[src/rtl/user_bram_ctrl.sv]
// user_bram_ctrl
//   Wishbone slave that maps a word-addressed BRAM into a byte address window
//   [BASE, BASE + 4*2^ADDR_W). Each access has a fixed latency of DELAYS
//   cycles from request to ack. The BRAM is enabled for one cycle, DELAYS-1
//   cycles after the request. A request outside the window is acked on the
//   next cycle with zero data and never reaches the BRAM.
//
//   Optional feature, macro BRAM_CTRL_OOR_IRQ_EN:
//     defined   - every out-of-window access sets the sticky irq_o flag,
//                 which is cleared by irq_clr_i
//     undefined - irq_o is tied to 0 and irq_clr_i is ignored
//
// Ports
//   wb_clk_i, wb_rst_i      clock, synchronous active-high reset
//   wbs_stb_i/cyc_i/we_i    wishbone request qualifiers
//   wbs_sel_i/dat_i/adr_i   byte lanes, write data, byte address
//   wbs_ack_o/dat_o         acknowledge, read data (0 outside a read ack)
//   bram_en/we/a/di         BRAM command side
//   bram_do                 BRAM read data, valid the cycle after bram_en
//   irq_clr_i, irq_o        out-of-range interrupt clear and flag
//
// States
//   IDLE | waiting for stb&cyc
//   WAIT | latency count running; bram_en on the last count
//   ACK  | ack cycle of an in-window access
//   ERR  | ack cycle of an out-of-window access
module user_bram_ctrl #(
  parameter int          DELAYS = 10,
  parameter logic [31:0] BASE   = 32'h3800_0000,
  parameter int          ADDR_W = 10
) (
  input  logic              wb_clk_i,
  input  logic              wb_rst_i,
  input  logic              wbs_stb_i,
  input  logic              wbs_cyc_i,
  input  logic              wbs_we_i,
  input  logic [3:0]        wbs_sel_i,
  input  logic [31:0]       wbs_dat_i,
  input  logic [31:0]       wbs_adr_i,
  output logic              wbs_ack_o,
  output logic [31:0]       wbs_dat_o,
  output logic              bram_en,
  output logic [3:0]        bram_we,
  output logic [ADDR_W-1:0] bram_a,
  output logic [31:0]       bram_di,
  input  logic [31:0]       bram_do,
  input  logic              irq_clr_i,
  output logic              irq_o
);

  typedef enum logic [1:0] {IDLE, WAIT, ACK, ERR} state_t;

  localparam logic [3:0]  EN_CNT = 4'(DELAYS - 1);
  // 33-bit window bounds so a window touching the top of memory cannot wrap
  localparam logic [32:0] WIN_LO = {1'b0, BASE};
  localparam logic [32:0] WIN_HI = WIN_LO + (33'd4 << ADDR_W);

  state_t              state_q, state_d;
  logic [3:0]          cnt_q, cnt_d;
  logic [ADDR_W-1:0]   adr_q, adr_d;
  logic [31:0]         dat_q, dat_d;
  logic [3:0]          sel_q, sel_d;
  logic                we_q, we_d;
  logic                drop_q, drop_d;

  logic req;
  logic in_win;
  logic ack_live;

  assign req    = wbs_stb_i & wbs_cyc_i;
  assign in_win = ({1'b0, wbs_adr_i} >= WIN_LO) && ({1'b0, wbs_adr_i} < WIN_HI);

  always_comb begin
    state_d = state_q;
    cnt_d   = cnt_q;
    adr_d   = adr_q;
    dat_d   = dat_q;
    sel_d   = sel_q;
    we_d    = we_q;
    drop_d  = drop_q;
    case (state_q)
      IDLE: begin
        if (req) begin
          if (in_win) begin
            state_d = WAIT;
            cnt_d   = 4'd1;
            adr_d   = wbs_adr_i[ADDR_W+1:2];
            dat_d   = wbs_dat_i;
            sel_d   = wbs_sel_i;
            we_d    = wbs_we_i;
            drop_d  = 1'b0;
          end else begin
            state_d = ERR;
          end
        end
      end
      WAIT: begin
        cnt_d = cnt_q + 4'd1;
        if (cnt_q == EN_CNT) begin
          // once the BRAM is committed the access completes; a master that
          // has gone away just does not get its ack
          state_d = ACK;
          drop_d  = ~req;
        end else if (!req) begin
          state_d = IDLE;
        end
      end
      ACK:     state_d = IDLE;
      ERR:     state_d = IDLE;
      default: state_d = IDLE;
    endcase
  end

  always_ff @(posedge wb_clk_i) begin
    if (wb_rst_i) begin
      state_q <= IDLE;
      cnt_q   <= '0;
      adr_q   <= '0;
      dat_q   <= '0;
      sel_q   <= '0;
      we_q    <= 1'b0;
      drop_q  <= 1'b0;
    end else begin
      state_q <= state_d;
      cnt_q   <= cnt_d;
      adr_q   <= adr_d;
      dat_q   <= dat_d;
      sel_q   <= sel_d;
      we_q    <= we_d;
      drop_q  <= drop_d;
    end
  end

  assign bram_en  = (state_q == WAIT) && (cnt_q == EN_CNT);
  assign bram_we  = bram_en ? ({4{we_q}} & sel_q) : 4'd0;
  assign bram_a   = adr_q;
  assign bram_di  = dat_q;

  assign ack_live  = (state_q == ACK) && !drop_q && req;
  assign wbs_ack_o = ack_live || (state_q == ERR);
  assign wbs_dat_o = (ack_live && !we_q) ? bram_do : 32'd0;

`ifdef BRAM_CTRL_OOR_IRQ_EN
  logic irq_q, irq_d;

  // set has priority over a simultaneous clear
  always_comb begin
    irq_d = (state_q == ERR) | (irq_q & ~irq_clr_i);
  end

  always_ff @(posedge wb_clk_i) begin
    if (wb_rst_i) irq_q <= 1'b0;
    else          irq_q <= irq_d;
  end

  assign irq_o = irq_q;
`else
  logic unused_irq_clr;
  assign unused_irq_clr = irq_clr_i;
  assign irq_o          = 1'b0;
`endif

endmodule

[config.mk]
export PLATFORM = sky130hd
export DESIGN_NAME = user_bram_ctrl
export DESIGN_NICKNAME = d
export VERILOG_FILES = /design/src/rtl/user_bram_ctrl.sv
export SDC_FILE = /design/constraint.sdc
export NUM_CORES = 1
export LEC_CHECK = 0
export CAP_MARGIN = 0
export CELL_PAD_IN_SITES_DETAIL_PLACEMENT = 2
export CELL_PAD_IN_SITES_GLOBAL_PLACEMENT = 2
export CORE_MARGIN = 10
export CORE_UTILIZATION = 18
export CTS_BUF_LIST = sky130_fd_sc_hd__clkbuf_4
export DETAILED_ROUTE_END_ITERATION = 7
export PLACE_DENSITY_LB_ADDON = 0.1
export SYNTH_ARGS = -nofsm -noshare
export SYNTH_HDL_FRONTEND = slang
export SYNTH_SLANG_ARGS = --single-unit
[constraint.sdc]
create_clock -name wb_clk_i -period 2.5 [get_ports wb_clk_i]
set_clock_uncertainty 0.1 [all_clocks]
set_input_delay 0.5 -clock wb_clk_i [delete_from_list [all_inputs] [get_ports wb_clk_i]]
set_output_delay 0.5 -clock wb_clk_i [all_outputs]
set_load 0.005 [all_outputs]
==> metrics.csv <==
stage,metric,value,unit
run_status,status,completed,
synth,synth_area_leaders,"dfxtp_1 (42%), a21oi_1 (9.8%), nand3_1 (9.4%), o21ai_1 (9.4%), and2_1 (8.1%)",
cts,clock_path_buffers,2,
placed_design,dpl_cell_area,0.00470,sq mm
synth,synth_largest_area_cell,dfxtp_1,
route,initialDrtViolationCount,71,
sta,setup-violations-final,0,
route,ant_nets,0,
global_routing,grt_pass1_vias,3534,
cts,clk_latency,0.41,ns
min_path,worstHoldStart,bram_di[10]$_SDFFE_PP0P_,
power_and_ir_drop,vdd_drop_max,158,uV
layout,multiInputGateArea,0.00136,sq mm
cts,cts_tree,built,
floorplanning,die_area,0.0194,sq mm
floorplanning,initial_utilization,0.184,
layout,register_area,0.00109,sq mm
route,wl_per_cell,19.4,microns
critical_path,critPathLaunch,wbs_cyc_i,
synth,yosysSeqAreaShare,0.423,
layout,drive_above_1_share,0.231,
route,viasPerCell,4.53,
sta,rsz0062_at_grt,true,
placed_design,routabilityCongestion,0.769,
floorplanning,die_h,139,microns
synth,netlist_area,0.00256,sq mm
global_routing,grt_use_total,0.133,
layout,fin_util,0.355,
global_routing,grt_max_degree,37,
sta,drv_slew,0,
cts,numCtsBuffers,5,
sta,fmax,416,MHz
synth,post_synth_num_cell_types,35,
layout,nNetsFinal,617,
floorplanning,rows,43,
synth,syn_inst,315,
layout,postLayoutCellArea,0.00492,sq mm
critical_path,worstPathArrival,1.80,ns
layout,area_growth,92.5,%
critical_path,worst-endpoint-required,1.90,ns
global_routing,antenna_found_initial,0,
sta,hold_violations,0,
cts,cts_root_buffer,clkbuf_4,
global_routing,grt-ovfl-total,0,
min_path,whs_path_depth,2,
critical_path,worstSetupEndpointType,primary output,
synth,synthesis.nets,423,
cts,ctsHoldBuffers,0,
global_routing,grt_pass1_wl,20.7,mm
synth,ys_seq_elements,54,
layout,fillers,1577,
job,drv_cap,0,
critical_path,startpoint_type,input port,
critical_path,reg2reg_from,state_q[0]$_SDFFE_PP0P_,
floorplanning,core_area,0.0139,sq mm
sta,tns,0,ns
route,wl,13.4,mm
cts,cts_sinks,54,
route,dr.pass1.iters,4,
power_and_ir_drop,p_per_area,334,mW/mm^2
critical_path,r2r_cells,5,
critical_path,worst-setup-path-type,in2out,
floorplanning,num_io_pins,187,
cts,htreeDepth,2,
layout,num_antenna_cells,0,
sta,fin_crit,2.40,ns
placed_design,io_buffers,182,
synth,yosysTopAreaCellShare,0.423,
sta,fin_crit_sh,0.961,
cts,path_clk_slew,0.17,ns
critical_path,path_max_fanout,2,
synth,ys_warn_count,0,
floorplanning,die_w,139,microns
min_path,hold_class,reg2reg,
placed_design,dp_hpwl,10.0,mm
route,route.detailed.drc,0,
power_and_ir_drop,p_leak,0.00183,uW
synth,avgSynthCellArea,8.11,sq um
route,vias,3127,
==> state kept, by name, summed over array words and instances, names as in the netlist <==
| signal | flops |
|---|---|
| bram_di | 32 |
| bram_a | 10 |
| cnt_q | 4 |
| sel_q | 4 |
| state_q | 2 |
| drop_q | 1 |
| we_q | 1 |
==> final cells by class <==
| type | instances | share of cell area |
|---|---|---|
| timing repair buffer | 219 | 0.439 |
| multi-input combinational | 227 | 0.276 |
| sequential | 54 | 0.221 |
| tap | 180 | 0.0458 |
| clock inverter | 3 | 0.00864 |
| clock buffer | 5 | 0.00763 |
| inverter | 2 | 0.00203 |
==> report_power, final <==
group	switching, uW	internal, uW	total, uW
registers	2.13	864	866
logic	69.4	174	244
clock network	323	211	534
==> per-stage QoR <==
step | hold WS, ns | setup slack, ns | std cells | power (uW)
5_1_grt | 0.400 | -0.0357 | 690 | 1720
6_report | 0.378 | 0.0984 | 690 | 1640
2_1_floorplan | 0.350 | 0.380 | 315 | 923
4_1_cts | 0.384 | -0.00170 | 693 | 1670
3_5_place_dp | 0.360 | -0.529 | 670 | 1120
3_3_place_gp | 0.348 | -0.482 | 670 | 1110
==> worst max-delay path: stages <==
cell and delay (ns):
dlygate4sd2_1 0.24, nand2_2 0.10, nor2_4 0.04, buf_4 0.12
buf_4 0.12, buf_4 0.12, buf_4 0.12, o21a_1 0.17
dlygate4sd2_1 0.28
==> cell usage after synthesis <==
cell type,number
o21a_1,1
and4_1,1
nor4bb_1,1
nand2_1,4
and2_1,33
nand2b_1,1
a2111o_1,1
o21ai_0,2
nor2b_1,3
nor2_1,6
ha_1,2
o211ai_1,1
conb_1,1
nand4_1,1
nor4b_1,3
and3_1,5
or4_1,2
inv_1,2
dfxtp_1,54
o41ai_1,1
or4b_4,1
or2_2,1
nand4b_1,1
buf_6,8
buf_2,5
a21oi_1,50
nand3_1,48
mux2i_1,2
a41oi_1,1
buf_4,2
nor4_1,3
clkbuf_1,17
o31a_1,1
o21ai_2,2
o21ai_1,48
==> worst paths after layout <==
path | slack (ns) | end
hold / removal | 0.38 | bram_di[10]$_SDFFE_PP0P_
hold reg to reg | 0.38 | bram_di[10]$_SDFFE_PP0P_
setup / recovery | 0.1 | wbs_ack_o
setup reg to reg | 0.55 | cnt_q[2]$_SDFFE_PP0P_
==> cells in the final DEF, fill, tap and decap left out, types with 3 or more instances in the layout <==
cell type        synthesis  routed
nand2_1                  4       3
buf_4                    2      24
and2_1                  33      14
buf_6                    8      22
dlygate4sd2_1            0       4
nor2_1                   6       5
nand3_1                 48      48
nor4b_1                  3       3
buf_2                    5      16
a21oi_1                 50      50
and3_1                   5       5
dfxtp_2                  0       5
o21ai_1                 48      48
buf_12                   0       7
dfxtp_1                 54      49
clkbuf_4                 0       5
and2_4                   0      19
nor2b_1                  3       3
clkdlybuf4s50_1          0     141
==> layer usage <==
metal	global-route usage	vias to the layer above	share of wire
met5	0	-	0
met4	0.0280	0	0.0089
met3	0.0514	8	0.076
met2	0.229	120	0.48
met1	0.152	1487	0.44
li1	-	1512	-
==> what timing repair did <==
item	in CTS	in global routing
endpoints found under the setup margin	38	37
cloned	3	0
buffers inserted	12	0
gates resized for setup	158	45
pin swaps	3	18
==> kinds of logic after synthesis <==
| kind of cell | Yosys count | synth area share |
|---|---|---|
| and+or+nand+nor | 114 | 0.256 |
| AOI/OAI and AO/OA | 108 | 0.223 |
| DFF | 54 | 0.423 |
| buffers and inverters | 34 | 0.0788 |
| muxes | 2 | 0.00783 |
| adders and majority gates | 2 | 0.00979 |
| other | 1 | 0.00147 |
Note: power is estimated with default switching activity, not from simulation.
